`config.mk`:
```
export PLATFORM = sky130hd
export DESIGN_NAME = board_ctl_flat
export DESIGN_NICKNAME = d
export VERILOG_FILES = /design/src/rtl/board_if.sv /design/src/rtl/board_ctl.sv /design/src/flat_wrapper.sv
export SDC_FILE = /design/constraint.sdc
export NUM_CORES = 1
export LEC_CHECK = 0
export CAP_MARGIN = 0
export CORE_MARGIN = 4
export CORE_UTILIZATION = 33
export CTS_CLUSTER_DIAMETER = 80
export DETAILED_ROUTE_END_ITERATION = 8
export PLACE_DENSITY = 0.56
export SYNTH_ARGS = -nofsm -noshare
export SYNTH_HDL_FRONTEND = slang
export SYNTH_SLANG_ARGS = --single-unit
```
`constraint.sdc`:
```
create_clock -name pclk -period 2 [get_ports pclk]
set_clock_uncertainty 0.05 [all_clocks]
set_input_delay 0.4 -clock pclk [delete_from_list [all_inputs] [get_ports pclk]]
set_output_delay 0.4 -clock pclk [all_outputs]
set_load 0.05 [all_outputs]
```
`src/rtl/board_if.sv`:
```
// board_if: move requests, screen enables and board/result outputs of board_ctl.
interface board_if;
   logic       start_en;
   logic       choice_en;
   logic       first_player;
   logic       move_valid;
   logic [3:0] move_square;
   logic       new_game;
   logic [8:0] square_occ;
   logic [8:0] square_color;
   logic       turn;
   logic       move_ack;
   logic       move_err;
   logic       game_over;
   logic       winner_valid;
   logic       winner;
   logic [7:0] win_line;

   modport master (
      output start_en, choice_en, first_player, move_valid, move_square, new_game,
      input  square_occ, square_color, turn, move_ack, move_err, game_over,
             winner_valid, winner, win_line
   );

   modport slave (
      input  start_en, choice_en, first_player, move_valid, move_square, new_game,
      output square_occ, square_color, turn, move_ack, move_err, game_over,
             winner_valid, winner, win_line
   );
endinterface

```
`src/rtl/board_ctl.sv`:
```
// board_ctl: tic-tac-toe sequencer; accepts moves, alternates turns, detects win or draw.
module board_ctl (
   input logic    pclk,
   input logic    rst,
   board_if.slave bus
);
   typedef enum logic [1:0] {IDLE, PLAY, CHECK, OVER} state_t;

   localparam logic [8:0] line_mask [8] = '{9'h007, 9'h038, 9'h1C0, 9'h049,
                                            9'h092, 9'h124, 9'h111, 9'h054};

   state_t     state, state_d;
   logic       go, ok;
   logic [8:0] sq_bits, own, occ_d, color_d;
   logic [7:0] lines, line_d;
   logic       turn_d, ack_d, err_d, over_d, wv_d, win_d;

   assign go = bus.start_en && !bus.choice_en;
   // one-hot of the requested square; squares 0 and 10..15 fall outside and give zero
   assign sq_bits = 9'((10'd1 << bus.move_square) >> 1);
   assign ok = |sq_bits && !(|(sq_bits & bus.square_occ));
   assign own = bus.square_occ & (bus.turn ? bus.square_color : ~bus.square_color);

   always_comb begin
      lines = '0;
      for (int k = 0; k < 8; k++) lines[k] = (own & line_mask[k]) == line_mask[k];
   end

   always_comb begin
      state_d = state;
      occ_d   = bus.square_occ;
      color_d = bus.square_color;
      turn_d  = bus.turn;
      ack_d   = 1'b0;
      err_d   = 1'b0;
      over_d  = bus.game_over;
      wv_d    = bus.winner_valid;
      win_d   = bus.winner;
      line_d  = bus.win_line;
      if (bus.new_game || (state != IDLE && !go)) begin
         state_d = IDLE;
         occ_d   = '0;
         color_d = '0;
         turn_d  = 1'b0;
         over_d  = 1'b0;
         wv_d    = 1'b0;
         win_d   = 1'b0;
         line_d  = '0;
      end else begin
         case (state)
            IDLE: if (go) begin
               state_d = PLAY;
               turn_d  = bus.first_player;
            end
            PLAY: if (bus.move_valid) begin
               if (ok) begin
                  occ_d   = bus.square_occ | sq_bits;
                  color_d = bus.turn ? bus.square_color | sq_bits : bus.square_color & ~sq_bits;
                  ack_d   = 1'b1;
                  state_d = CHECK;
               end else err_d = 1'b1;
            end
            CHECK: begin
               if (|lines) begin
                  over_d  = 1'b1;
                  wv_d    = 1'b1;
                  win_d   = bus.turn;
                  line_d  = lines;
                  state_d = OVER;
               end else if (&bus.square_occ) begin
                  over_d  = 1'b1;
                  state_d = OVER;
               end else begin
                  turn_d  = ~bus.turn;
                  state_d = PLAY;
               end
            end
            default: ;
         endcase
      end
   end

   always_ff @(posedge pclk or negedge rst)
      if (!rst) state <= IDLE;
      else state <= state_d;

   always_ff @(posedge pclk or negedge rst)
      if (!rst) begin
         bus.square_occ   <= '0;
         bus.square_color <= '0;
         bus.turn         <= 1'b0;
         bus.move_ack     <= 1'b0;
         bus.move_err     <= 1'b0;
         bus.game_over    <= 1'b0;
         bus.winner_valid <= 1'b0;
         bus.winner       <= 1'b0;
         bus.win_line     <= '0;
      end else begin
         bus.square_occ   <= occ_d;
         bus.square_color <= color_d;
         bus.turn         <= turn_d;
         bus.move_ack     <= ack_d;
         bus.move_err     <= err_d;
         bus.game_over    <= over_d;
         bus.winner_valid <= wv_d;
         bus.winner       <= win_d;
         bus.win_line     <= line_d;
      end
endmodule

```
`src/flat_wrapper.sv`:
```
// flat-port wrapper written by rule: the top's interface ports become plain ports
module board_ctl_flat 
  (pclk, rst, bus_start_en, bus_choice_en, bus_first_player, bus_move_valid, bus_move_square, bus_new_game, bus_square_occ, bus_square_color, bus_turn, bus_move_ack, bus_move_err, bus_game_over, bus_winner_valid, bus_winner, bus_win_line);
  board_if bus_i ();
  input logic pclk;
  input logic rst;
  input wire logic [$bits(bus_i.start_en)-1:0] bus_start_en;
  input wire logic [$bits(bus_i.choice_en)-1:0] bus_choice_en;
  input wire logic [$bits(bus_i.first_player)-1:0] bus_first_player;
  input wire logic [$bits(bus_i.move_valid)-1:0] bus_move_valid;
  input wire logic [$bits(bus_i.move_square)-1:0] bus_move_square;
  input wire logic [$bits(bus_i.new_game)-1:0] bus_new_game;
  output wire logic [$bits(bus_i.square_occ)-1:0] bus_square_occ;
  output wire logic [$bits(bus_i.square_color)-1:0] bus_square_color;
  output wire logic [$bits(bus_i.turn)-1:0] bus_turn;
  output wire logic [$bits(bus_i.move_ack)-1:0] bus_move_ack;
  output wire logic [$bits(bus_i.move_err)-1:0] bus_move_err;
  output wire logic [$bits(bus_i.game_over)-1:0] bus_game_over;
  output wire logic [$bits(bus_i.winner_valid)-1:0] bus_winner_valid;
  output wire logic [$bits(bus_i.winner)-1:0] bus_winner;
  output wire logic [$bits(bus_i.win_line)-1:0] bus_win_line;
  assign bus_i.start_en = bus_start_en;
  assign bus_i.choice_en = bus_choice_en;
  assign bus_i.first_player = bus_first_player;
  assign bus_i.move_valid = bus_move_valid;
  assign bus_i.move_square = bus_move_square;
  assign bus_i.new_game = bus_new_game;
  assign bus_square_occ = bus_i.square_occ;
  assign bus_square_color = bus_i.square_color;
  assign bus_turn = bus_i.turn;
  assign bus_move_ack = bus_i.move_ack;
  assign bus_move_err = bus_i.move_err;
  assign bus_game_over = bus_i.game_over;
  assign bus_winner_valid = bus_i.winner_valid;
  assign bus_winner = bus_i.winner;
  assign bus_win_line = bus_i.win_line;
  board_ctl u_core (.pclk(pclk), .rst(rst), .bus(bus_i));
endmodule
```
==> flow_summary.ini, run 1 <==
[routing]
drcViolationCount = 0
post_drt_wl_per_cell_um = 16.17
drtIter0Drc = 91
drt-vias-per-instance = 5.346
num_vias = 2117
ant_nets = 0
first_pass_iters = 4
wl_mm = 6.402

[logic_synthesis]
syn_nets = 237
ys_warn_count = 0
ys_async_sr_fraction_pct = 100.0
synthTopCellsByArea = dfrtp_1 (42%), nor2_1 (4.3%), mux2i_1 (4.0%), nand3_1 (3.7%), a21oi_1 (3.2%)
avgSynthCellArea_um2 = 9.040
yosysUniqueCellTypes = 49
synth.ff_latch_count = 34
synth_edf_count = 0
synth_top_area_share_pct = 42.39
synthCells = 222
syn_area_um2 = 2007
yosys_most_used_dff = dfrtp_1
ys_seq_area_share_pct = 42.39
yosysTopAreaCell = dfrtp_1

[floorplanning]
start_util_pct = 33.90
core_region_area_um2 = 5921
rows = 28
fp.dieArea_um2 = 7393
pin_count = 43
die_x_um = 85.99
die_y_um = 85.99

[job]
drv_cap = 0

[finish]
fillers = 559
nNetsFinal = 335
syn_to_final_growth_pct = 62.78
n_antenna_cell = 0
ff_latch_area_um2 = 858.3
final_common_cell = buf_4
fin_util_pct = 55.18
multi_input_area_um2 = 1300
final_layout_size_suffix_gt1_share_pct = 44.24
layout_common_cells = buf_4 (76), dfrtp_1 (28), nor2_1 (20)

[clocking]
clockBufferDepth = 2
clk_pin_slew_ps = 80
cts_hold_buf = 0
insertion_delay_ps = 300
cts_sinks = 34
cts-htree-levels = 2
root_buffer = clkbuf_8
cts_tree = done
cts_buffers = 5

[timing]
fin_crit_sh_pct = 113.9
worstMarginPinSlew_ps = 496.5
hold_violations = 0
rsz0062_at_grt = true
finalMaxSlewViolations = 0
whs_ps = 467.2
relSlewSlack_pct = 66.79
finalSetupViolations = 25
max_freq_ghz = 0.4391
setup_ws_ps = -277.5
finalCriticalPeriod_ps = 2278

[run_status]
failed_checks = negative setup slack
status = finished, violations left

[power_and_ir_drop]
finalPower_mw = 1.592
ir_drop_mv = 0.2789
p_leak_nw = 1.425
power_density_nw_per_um2 = 487.4

[grt]
grt_usage_pct = 17.93
grt-ovfl-total = 0
met3_usage_pct = 3.842
antenna_found_initial = 0
grtUsageMet2_pct = 29.36
grt_pass1_vias = 2102
grt_pass1_wl_mm = 10.47
use_met1_pct = 24.12
grt_max_degree = 35
grt_busiest_layer = met2

[critical_path]
rr_worst_depth = 7
arrival_ps = 2400
setup.worst_path.class = flip-flop to flip-flop
path_cells = xor2_1 -> a211oi_2 -> or4_4 -> o31ai_4 -> buf_4 -> or3_1 -> a21oi_1
critical_path.max_fanout = 7
r2r-start = u_core.bus.turn
worstSetupEndpointType = flip-flop
r2r_end = u_core.bus.win_line[1]
cp_slowest_stage_delay_ps = 490
start_kind = flip-flop
timing.critical_path.buf_inv = 1
cp_slowest_cell = dfrtp_2
required_ps = 2120
cpLargestDelayFamily = simple AND/OR/NAND/NOR gates
rrSetupSlack_ps = -280

[placed_design]
portBuffers = 42
gp_congestion = 0.8459
dp_hpwl_mm = 4.492
place_ws_ps = -729.1

[worst_hold_path]
worst_hold_path_type = input port to async pin
[power breakdown]
group          switching, mW  internal, mW  total [mW]
Combinational          0.143         0.105       0.248
Clock                  0.278         0.367       0.645
Sequential           0.00707         0.692       0.699
[worst max path at each step]
stage / from / to / cells after the start
after floorplan: u_core.bus.turn / u_core.bus.win_line[1] / 8
after global placement: bus_move_square[2] / u_core.bus.square_color[3] / 8
after detailed placement: bus_move_square[2] / u_core.bus.square_color[3] / 8
after CTS: u_core.bus.square_occ[5] / u_core.bus.square_color[4] / 6
after global routing: u_core.bus.turn / u_core.bus.win_line[1] / 9
final: u_core.bus.turn / u_core.bus.win_line[1] / 7
[kinds of logic after synthesis]
kind of cell               share of synthesized area (%)
adders and majority gates                          2.494
DFF                                                42.39
and+or+nand+nor                                    27.99
muxes                                              3.990
xor gates and xnor gates                           1.247
AOI/OAI and AO/OA                                  16.71
buffers and inverters                              5.175
[flip-flops by register name, summed over array words and instances (netlist names)]
register and flops:
u_core.bus.game_over 1, u_core.bus.move_ack 1, u_core.bus.move_err 1, u_core.bus.square_color 9, u_core.bus.square_occ 9, u_core.bus.turn 1
u_core.bus.win_line 8, u_core.bus.winner 1, u_core.bus.winner_valid 1, u_core.state 2
[cells in the mapped netlist (all sizes together) (2+ instances only)]
library cell,number
a32oi,2
buf,6
nor3,8
nand2b,5
o32ai,2
o31a,2
nor3b,2
a21oi,14
nor4,6
or4,6
o211ai,2
o21ai,7
or3,7
nand4,6
a211oi,3
dfrtp,34
mux2i,8
xor2,2
nor2b,2
a22o,2
inv,8
ha,4
and3,4
or2,2
clkbuf,8
nor2,23
nand2,17
nand3,15
and3b,2
[layer usage]
layer,part of all wire (%),up-vias
li1,-,1008
met1,44,1037
met2,49,65
met3,6.5,7
met4,0.98,0
met5,0,-
[what timing repair did]
action,4_1_cts,5_1_grt
pin swaps,16,18
setup endpoints to repair,34,30
gates resized for setup,32,18
buffers inserted,8,3
[area by class of cell]
| type | count | share of cell area, % |
|---|---|---|
| inverters | 8 | 0.9192 |
| flip-flops and latches | 34 | 26.27 |
| multi-input cells | 166 | 39.79 |
| repair buffers | 105 | 26.81 |
| clock inverters | 3 | 1.226 |
| clock buffers | 5 | 2.106 |
| well taps | 75 | 2.872 |
[worst reg2reg max path, cell delays in order (launching register included)]
cell and delay (ps):
dfrtp_2 490, xor2_1 410, a211oi_2 100, or4_4 470, o31ai_4 300, buf_4 170, or3_1 90, a21oi_1 60
[metrics by stage]
stage / cells / TNS [ps] / cell area, um^2
after CTS: 395 / -3200 / 3161
after global placement: 379 / -13100 / 2869
after detailed placement: 379 / -13530 / 2869
after floorplan: 222 / -3962 / 2061
after global routing: 396 / -6714 / 3267
final: 396 / -4127 / 3267
(Power assumes the default switching activity.)
==> run 2, diff against run 1 <==
- CELL_PAD_IN_SITES_DETAIL_PLACEMENT: default -> 1
- CELL_PAD_IN_SITES_GLOBAL_PLACEMENT: default -> 2
- CORE_ASPECT_RATIO: default -> 0.7
- CORE_UTILIZATION: 33 -> 27
- PLACE_DENSITY: 0.56 -> 0.73
==> flow_summary.ini, run 2 (synthesis gave the netlist of run 1 again) <==
[run_status]
status = finished, violations left
failed_checks = negative setup slack

[critical_path]
rr_worst_depth = 7
start_kind = flip-flop
required_ps = 2170
rrSetupSlack_ps = -260
setup.worst_path.class = flip-flop to flip-flop
arrival_ps = 2430
r2r_end = u_core.bus.win_line[2]
crit_path_start = u_core.bus.turn
r2r-start = u_core.bus.turn
worstSetupEndpointType = flip-flop
cp-endpoint = u_core.bus.win_line[2]
critical_path.max_fanout = 6

[timing]
finalCriticalPeriod_ps = 2259
setup_ws_ps = -259.0
fin_crit_sh_pct = 112.9
finalSetupViolations = 22
relSlewSlack_pct = 63.55
finalMaxSlewViolations = 0
rsz0062_at_grt = true
max_freq_ghz = 0.4427
worstMarginPinSlew_ps = 542.6
tns_ps = -3996
hold_violations = 0

[finish]
fin_util_pct = 48.07
layout_common_cells = buf_4 (90), dfrtp_1 (28), nor2_1 (23)
final_common_cell = buf_4
reg_top3 = u_core.bus.square_color: 9 flops, u_core.bus.square_occ: 9 flops, u_core.bus.win_line: 8 flops
nNetsFinal = 349
n_antenna_cell = 0
fillers = 804
final_layout_size_suffix_gt1_share_pct = 45.97
syn_to_final_growth_pct = 67.08
stdcell_area_um2 = 3353

[grt]
grt_pass1_vias = 2220
grt_usage_pct = 17.13
grt_pass1_wl_mm = 12.05
antenna_found_initial = 0
grt-ovfl-total = 0
grt_max_degree = 35

[power_and_ir_drop]
finalPower_mw = 1.528
ir_drop_mv = 0.2262
power_density_nw_per_um2 = 455.7
p_leak_nw = 1.486

[clocking]
insertion_delay_ps = 290
cts_tree = done
cts_hold_buf = 0
clockBufferDepth = 2
clk_pin_slew_ps = 70
root_buffer = clkbuf_8
cts-htree-levels = 2
cts_buffers = 5
cts_sinks = 34

[placed_design]
portBuffers = 42
gp_congestion = 0.8021
dpl_cell_area_um2 = 2960
dp_hpwl_mm = 5.429

[routing]
drcViolationCount = 0
drt-vias-per-instance = 5.035
post_drt_wl_per_cell_um = 17.14
ant_nets = 0
num_vias = 2160
drtIter0Drc = 111
first_pass_iters = 6
wl_mm = 7.355

[floorplanning]
die_x_um = 111.0
fp.dieArea_um2 = 8898
die_y_um = 80.13
core_region_area_um2 = 6975
rows = 25
start_util_pct = 28.77
pin_count = 43

[job]
drv_cap = 0

[worst_hold_path]
worst_hold_path_type = flip-flop to flip-flop
run 2: metal layers:
metal | part of all wire, % | track usage [%] | vias up
li1 | - | - | 1035
met1 | 49 | 24.17 | 1055
met2 | 45 | 27.06 | 63
met3 | 4.9 | 3.313 | 7
met4 | 0.95 | 4.374 | 0
met5 | 0 | 0 | -
run 2: how the worst min path moves through the flow:
stage / start / endpoint / slack, ps / depth (start not counted)
final: u_core.bus.win_line[5] / u_core.bus.win_line[5] / 460 / 2
after global placement: u_core.bus.win_line[3] / u_core.bus.win_line[3] / 440 / 1
after CTS: u_core.bus.winner_valid / u_core.bus.winner_valid / 470 / 2
after detailed placement: u_core.bus.win_line[3] / u_core.bus.win_line[3] / 450 / 1
after global routing: u_core.bus.winner / u_core.bus.winner / 480 / 2
after floorplan: rst / u_core.bus.game_over / 50 / 0
run 2: power breakdown:
part	switching, mW	internal, mW	leakage (nW)	total [mW]
registers	0.00638	0.692	0.464	0.698
clock network	0.269	0.278	0.0482	0.547
logic	0.157	0.126	0.974	0.283
run 2: critical path, stage by stage (launching register included):
cell and delay [ps]:
dfrtp_2 470, buf_6 150, or4_4 540, a21oi_4 180, or4_4 160, o31ai_4 80, or4_1 420, a21oi_1 130
run 2: what timing repair did:
| action | 4_1_cts | 5_1_grt |
|---|---|---|
| endpoints found under the setup margin | 33 | 31 |
| gates resized for setup | 27 | 19 |
| pin swaps | 11 | 8 |
| buffers inserted | 8 | 5 |
run 2: final cells by class:
cell class / count / area, um^2 / share of cell area, %
Multi-Input combinational cell: 166 / 1272 / 37.95
Timing Repair Buffer: 119 / 983.4 / 29.33
Sequential cell: 34 / 858.3 / 25.60
Tap cell: 94 / 117.6 / 3.507
Clock buffer: 7 / 86.33 / 2.575
Inverter: 8 / 30.03 / 0.8955
Clock inverter: 1 / 5.005 / 0.1493
run 2: through the flow:
stage	hold slack (ps)	setup slack, ps	cells
global placement	441.1	-729.5	408
global route	484.5	-367.5	429
floorplan	54.41	-260.7	222
CTS	468.0	-256.0	424
detailed placement	453.0	-787.8	408
finish	462.8	-259.0	429
==> run 3, diff against run 2 <==
- GPL_ROUTABILITY_DRIVEN: default -> 0
==> results of run 3 <==
Same layout as run 2: the final DEF is identical, and so are final timing and power.
